## src/rtl/codificador_de_imediato.sv

```systemverilog
// codificador_de_imediato: range-checks an immediate and scatters it into RV32I I/S/B/U/J fields
module codificador_de_imediato #(
  parameter int CNT_W = 16
) (
  input  logic             clk,
  input  logic             reset,
  input  logic             in_valid,
  output logic             in_ready,
  input  logic [31:0]      base_instr,
  input  logic [2:0]       ImmSel,
  input  logic [31:0]      imm,
  output logic             out_valid,
  input  logic             out_ready,
  output logic [31:0]      instr_out,
  output logic             erro,
  output logic [CNT_W-1:0] cnt_ok,
  output logic [CNT_W-1:0] cnt_err
);
  logic             s1_valid_q, s1_valid_d, s2_valid_q, s2_valid_d;
  logic [31:0]      base_q, base_d, imm_q, imm_d, instr_q, instr_d;
  logic [2:0]       sel_q, sel_d;
  logic             err1_q, err1_d, erro_q, erro_d;
  logic [CNT_W-1:0] cnt_ok_q, cnt_ok_d, cnt_err_q, cnt_err_d;
  logic             s1_advance, accept, emit;
  logic             ok_i, ok_b, ok_j, ok_u;
  logic [31:0]      mask, field, packed_w;
  assign s1_advance = !s2_valid_q || out_ready;
  assign in_ready   = !s1_valid_q || s1_advance;
  assign accept     = in_valid && in_ready;
  assign emit       = s2_valid_q && out_ready;
  assign out_valid  = s2_valid_q;
  assign instr_out  = instr_q;
  assign erro       = erro_q;
  assign cnt_ok     = cnt_ok_q;
  assign cnt_err    = cnt_err_q;
  // stage 1: capture the offered word and decide whether the immediate fits its format
  always_comb begin
    ok_i       = imm == {{20{imm[11]}}, imm[11:0]};
    ok_b       = imm == {{19{imm[12]}}, imm[12:0]} && !imm[0];
    ok_j       = imm == {{11{imm[20]}}, imm[20:0]} && !imm[0];
    ok_u       = imm[11:0] == 12'd0;
    err1_d     = !accept ? err1_q :
                 (ImmSel == 3'd0 || ImmSel == 3'd1) ? !ok_i :
                 ImmSel == 3'd2 ? !ok_b :
                 ImmSel == 3'd3 ? !ok_u :
                 ImmSel == 3'd4 ? !ok_j : 1'b1;
    s1_valid_d = in_ready ? in_valid : s1_valid_q;
    base_d     = accept ? base_instr : base_q;
    sel_d      = accept ? ImmSel : sel_q;
    imm_d      = accept ? imm : imm_q;
  end
  // stage 2: scatter immediate bits; an erroneous word gets its immediate slots cleared
  always_comb begin
    mask       = sel_q == 3'd0 ? 32'hFFF0_0000 :
                 (sel_q == 3'd1 || sel_q == 3'd2) ? 32'hFE00_0F80 :
                 (sel_q == 3'd3 || sel_q == 3'd4) ? 32'hFFFF_F000 : 32'h0;
    field      = sel_q == 3'd0 ? {imm_q[11:0], 20'd0} :
                 sel_q == 3'd1 ? {imm_q[11:5], 13'd0, imm_q[4:0], 7'd0} :
                 sel_q == 3'd2 ? {imm_q[12], imm_q[10:5], 13'd0, imm_q[4:1], imm_q[11], 7'd0} :
                 sel_q == 3'd3 ? {imm_q[31:12], 12'd0} :
                 sel_q == 3'd4 ? {imm_q[20], imm_q[10:1], imm_q[11], imm_q[19:12], 12'd0} : 32'h0;
    packed_w   = (base_q & ~mask) | (err1_q ? 32'h0 : field);
    s2_valid_d = s1_advance ? s1_valid_q : s2_valid_q;
    instr_d    = (s1_advance && s1_valid_q) ? packed_w : instr_q;
    erro_d     = (s1_advance && s1_valid_q) ? err1_q : erro_q;
  end
  // saturating tallies of emitted words, split by error flag
  always_comb begin
    cnt_ok_d  = (emit && !erro_q && cnt_ok_q != '1) ? cnt_ok_q + CNT_W'(1) : cnt_ok_q;
    cnt_err_d = (emit && erro_q && cnt_err_q != '1) ? cnt_err_q + CNT_W'(1) : cnt_err_q;
  end
  // state registers with synchronous reset that drops any in-flight words
  always_ff @(posedge clk) begin
    if (reset) begin
      s1_valid_q <= 1'b0;
      s2_valid_q <= 1'b0;
      base_q     <= '0;
      sel_q      <= '0;
      imm_q      <= '0;
      err1_q     <= 1'b0;
      instr_q    <= '0;
      erro_q     <= 1'b0;
      cnt_ok_q   <= '0;
      cnt_err_q  <= '0;
    end else begin
      s1_valid_q <= s1_valid_d;
      s2_valid_q <= s2_valid_d;
      base_q     <= base_d;
      sel_q      <= sel_d;
      imm_q      <= imm_d;
      err1_q     <= err1_d;
      instr_q    <= instr_d;
      erro_q     <= erro_d;
      cnt_ok_q   <= cnt_ok_d;
      cnt_err_q  <= cnt_err_d;
    end
  end
endmodule

```

## config.mk

```make
export PLATFORM = sky130hd
export DESIGN_NAME = codificador_de_imediato
export DESIGN_NICKNAME = d
export VERILOG_FILES = /design/src/rtl/codificador_de_imediato.sv
export SDC_FILE = /design/constraint.sdc
export NUM_CORES = 1
export LEC_CHECK = 0
export CAP_MARGIN = 10
export CELL_PAD_IN_SITES_DETAIL_PLACEMENT = 1
export CELL_PAD_IN_SITES_GLOBAL_PLACEMENT = 2
export CORE_AREA = 3 3 148 150
export DETAILED_ROUTE_END_ITERATION = 10
export DIE_AREA = 0 0 151 153
export PLACE_DENSITY_LB_ADDON = 0.12
export RECOVER_POWER = 100
export SLEW_MARGIN = 20
export SYNTH_ARGS = -nofsm -noshare
export SYNTH_HDL_FRONTEND = slang
export SYNTH_SLANG_ARGS = --single-unit
export TNS_END_PERCENT = 1
```

## constraint.sdc

```tcl
create_clock -name clk -period 1.9 [get_ports clk]
set_input_delay 0.38 -clock clk [delete_from_list [all_inputs] [get_ports clk]]
set_output_delay 0.38 -clock clk [all_outputs]
set_load 0.005 [all_outputs]
```

==> summary.txt <==
DR vias - 5,931
critical path depth - 6
crit path launch - imm[24]
endpoint class of the critical path - register
RSZ-0062 raised after global routing - true
Yosys top cell area share - 45.55%
hold slack - 0.2736 ns
commonest cells in the netlist - 167 x nand2_1, 135 x dfxtp_1, 98 x a21oi_1
Critical Setup Path Class - in2reg
Fin Clk Skew - 0.008573 ns
# nets final - 999
minimum clock period - 1.834 ns
Placed Instances - 1,180
largest net degree at the start of global routing - 94
sequential-to-total area share from yosys stat - 45.55%
fin. max-slew vios - 0
Worst-Skew Late Latency - 0.42 ns
filler instances - 2,481
initial detailed-routing violation count - 200
I/O Pins - 138
met1 usage - 20.88%
CP Capture Point - err1_q$_SDFFE_PP0P_
Static Leak - 3.292 nW
Reg clk slew, reported paths - 0.06 ns
Routed WL - 19.74 mm
# port buffers - 137
first-pass GRT wire length - 31.94 mm
top cell type by total area after synthesis - dfxtp_1
grt ovf - 0
switching part of the total - 24.68%
type of the worst min-delay path - in2reg
Syn Inst Count - 743
die area - 23,100 um2
met3 Resource Use GR - 3.647%
Post-Layout Cell Count - 1,214
grt met2 use - 30.73%
# setup viols final - 0
Fin. Hold Viols - 0
antenna violations before repair - 0
Comb pwr share - 11.0%
CP Data Required Time - 2.18 ns
Core Area - 20,820 um2
crit-path cells - clkdlybuf4s50_1, nand4_1, or4_1, a211oi_2, o32a_1, o41ai_1
gp weighted congestion - 0.8301
Mapped Avg Cell Area - 7.985 um2
Die Height - 153 um
wire per inst - 16.26 um
Reg2Reg Depth - 6
H-tree depth - 4
CP max FO - 3
most numerous cell in the Yosys netlist - nand2_1
Top FF cell, synth - dfxtp_1
Vias per Instance - 4.886
part of the power in registers - 41.8%
clock share of power - 47.2%
Residual DRC - 0
layout cells sized above 1 - 12.89%
WP buf/inv - 1
number of synthesis warnings - 0
Switching Power - 1.791 mW
Max clock buf depth - 2
FF+latch count, synth - 135
fmax - 0.5453 GHz
CTS buffer count - 17
Pre-antenna DRT Iters - 4
WP data arrival - 2.12 ns
worst r2r dst - cnt_err[1]$_SDFFE_PP0P_
status - finished clean
post-synthesis async set-or-reset flop share - 0%
Slowest-stage cell, CP - or4_1
P&R area growth vs syn - 45.36%
MaxCap Viol Count - 0
Routed Antenna Nets - 0
Initial Util - 28.49%
Worst-Margin Slew - 0.6101 ns
worst slew margin relative to its limit - 59.28%
half-perimeter wire length after placement - 14.53 mm
busiest grt layer - met2
Root Buffer - clkbuf_16
highest cell delay on the worst timing path - 0.58 ns
critical path's top delay family - simple AND/OR/NAND/NOR gates
startpoint types - input port
die extent in x - 151 um
peak supply drop - 417.1 uV
EDFF count, synth - 0
top cells by area, synth - dfxtp_1 46%, nand2_1 11%, a21oi_1 8.3%
Cell Area, Synth - 5933 um2
CTS Sinks - 135
R2R Setup Slk - 0.11 ns
TritonCTS clock tree - done
Cell Int Power - 5.466 mW
PD cells - 841.5 nW/um2
reg2reg start - cnt_err[4]$_SDFFE_PP0P_
Period Utilization, post-route - 96.51%
GR Util All Layers - 17.22%
antenna cells - 0
row cnt - 53
Synth cell types - 58
Post-Syn Nets - 816
vias in the first global route - 6,226
## metal layers
| layer | wire (um) | share of wire (%) |
|---|---|---|
| met1 | 8764 | 44 |
| met2 | 10080 | 51 |
| met3 | 666 | 3.4 |
| met4 | 223 | 1.1 |
| met5 | 0 | 0 |
## how the worst min path moves through the flow
stage | slack (ns) | cells after the start | to | start
global placement | 0.44 | 2 | instr_out[1]$_SDFFE_PP0P_ | base_q[1]$_SDFFE_PP0P_
finish | 0.27 | 3 | cnt_err[3]$_SDFFE_PP0P_ | reset
CTS | 0.26 | 3 | cnt_err[3]$_SDFFE_PP0P_ | reset
detailed placement | 0.45 | 2 | imm_q[19]$_SDFFE_PP0P_ | imm_q[19]$_SDFFE_PP0P_
floorplan | 0.43 | 2 | imm_q[13]$_SDFFE_PP0P_ | imm_q[13]$_SDFFE_PP0P_
global route | 0.27 | 3 | cnt_err[3]$_SDFFE_PP0P_ | reset
## per-stage QoR
| stage | util, % | TNS [ns] | total power [mW] | cell area [um2] | setup WS, ns |
|---|---|---|---|---|---|
| 5_1_grt | 41.42 | -0.06101 | 7.600 | 8625 | -0.02223 |
| 4_1_cts | 41.77 | 0 | 7.391 | 8698 | 0.02681 |
| 6_report | 41.42 | 0 | 7.257 | 8625 | 0.06631 |
| 2_1_floorplan | - | 0 | 3.443 | 5933 | 0.2348 |
| 3_5_place_dp | 38.74 | -34.29 | 3.937 | 8066 | -0.3946 |
| 3_3_place_gp | 38.74 | -30.07 | 3.918 | 8066 | -0.3433 |
## area by class of cell
| type | count | area [um2] | share of cell area [%] |
|---|---|---|---|
| clock buffer | 19 | 442.9 | 5.136 |
| clock inverter | 13 | 170.2 | 1.973 |
| inverter | 10 | 37.54 | 0.4352 |
| multi-input combinational | 550 | 3015 | 34.96 |
| sequential | 135 | 2704 | 31.35 |
| tap | 275 | 344.1 | 3.990 |
| timing repair buffer | 212 | 1911 | 22.15 |
## logic make-up after synthesis
group | count (synthesis) | share of synthesized area (%)
adder cells (fa/ha/maj) | 3 | 0.5904
AO/OA/AOI/OAI | 175 | 18.81
AND/OR/NAND/NOR | 345 | 26.97
multiplexers | 4 | 0.6748
flip-flops | 135 | 45.55
XOR/XNOR | 22 | 3.248
buffers and inverters | 59 | 4.154
## sequential cells by signal (all words and copies together), names as in the netlist
signal,cells
base_q,32
out_valid,1
s1_valid_q,1
instr_out,32
cnt_ok,16
erro,1
sel_q,3
err1_q,1
cnt_err,16
imm_q,32
## layout by cell type (no fill, tap or decap), types with 5 or more instances in the layout
cell             Yosys  final
o21ai_0              9      9
a21oi_1             98     98
o2111ai_1            7      7
nand3_1             14     14
o211ai_1             5      5
a221oi_1             6      6
nor3_1              19     19
a211oi_1            21     20
nor4_1              10     10
clkdlybuf4s50_1      0     87
a2bb2oi_1            7      7
nand2_1            167    167
xnor2_1              7      7
inv_1               10     10
nor2b_1             11     10
dfxtp_1            135    134
xor2_1              15     15
clkbuf_2             0     13
nand4_1             10     10
clkbuf_1            32      5
nor4b_1              5      5
nor2_1              66     65
dlygate4sd3_1        0     47
or4_1                5      5
nor3b_1              8      8
and3_1               5      5
buf_4                1     53
clkbuf_16            0     17
## power groups by stage
| stage | combinational (mW) | sequential (mW) | clock [mW] |
|---|---|---|---|
| after floorplan | 0.365 | 3.08 | 0 |
| after global placement | 0.820 | 3.10 | 0 |
| after detailed placement | 0.836 | 3.10 | 0 |
| after CTS | 0.842 | 3.04 | 3.51 |
| after global routing | 0.887 | 3.05 | 3.66 |
| final | 0.798 | 3.04 | 3.42 |
## worst register-to-register path: stages (launching register included)
cell and delay, ns:
dfxtp_1 0.39, and4_1 0.26, nand3_2 0.18, o31ai_4 0.41, buf_4 0.20, mux2i_1 0.18
nor2_1 0.05
## what timing repair did
action / CTS / global route
hold buffers: 0 / 0
buffers inserted: 1 / 0
resized for setup: 5 / 6
setup endpoints to repair: 9 / 32
cloned: 0 / 1
pin swaps: 0 / 0
(Power assumes the default switching activity.)
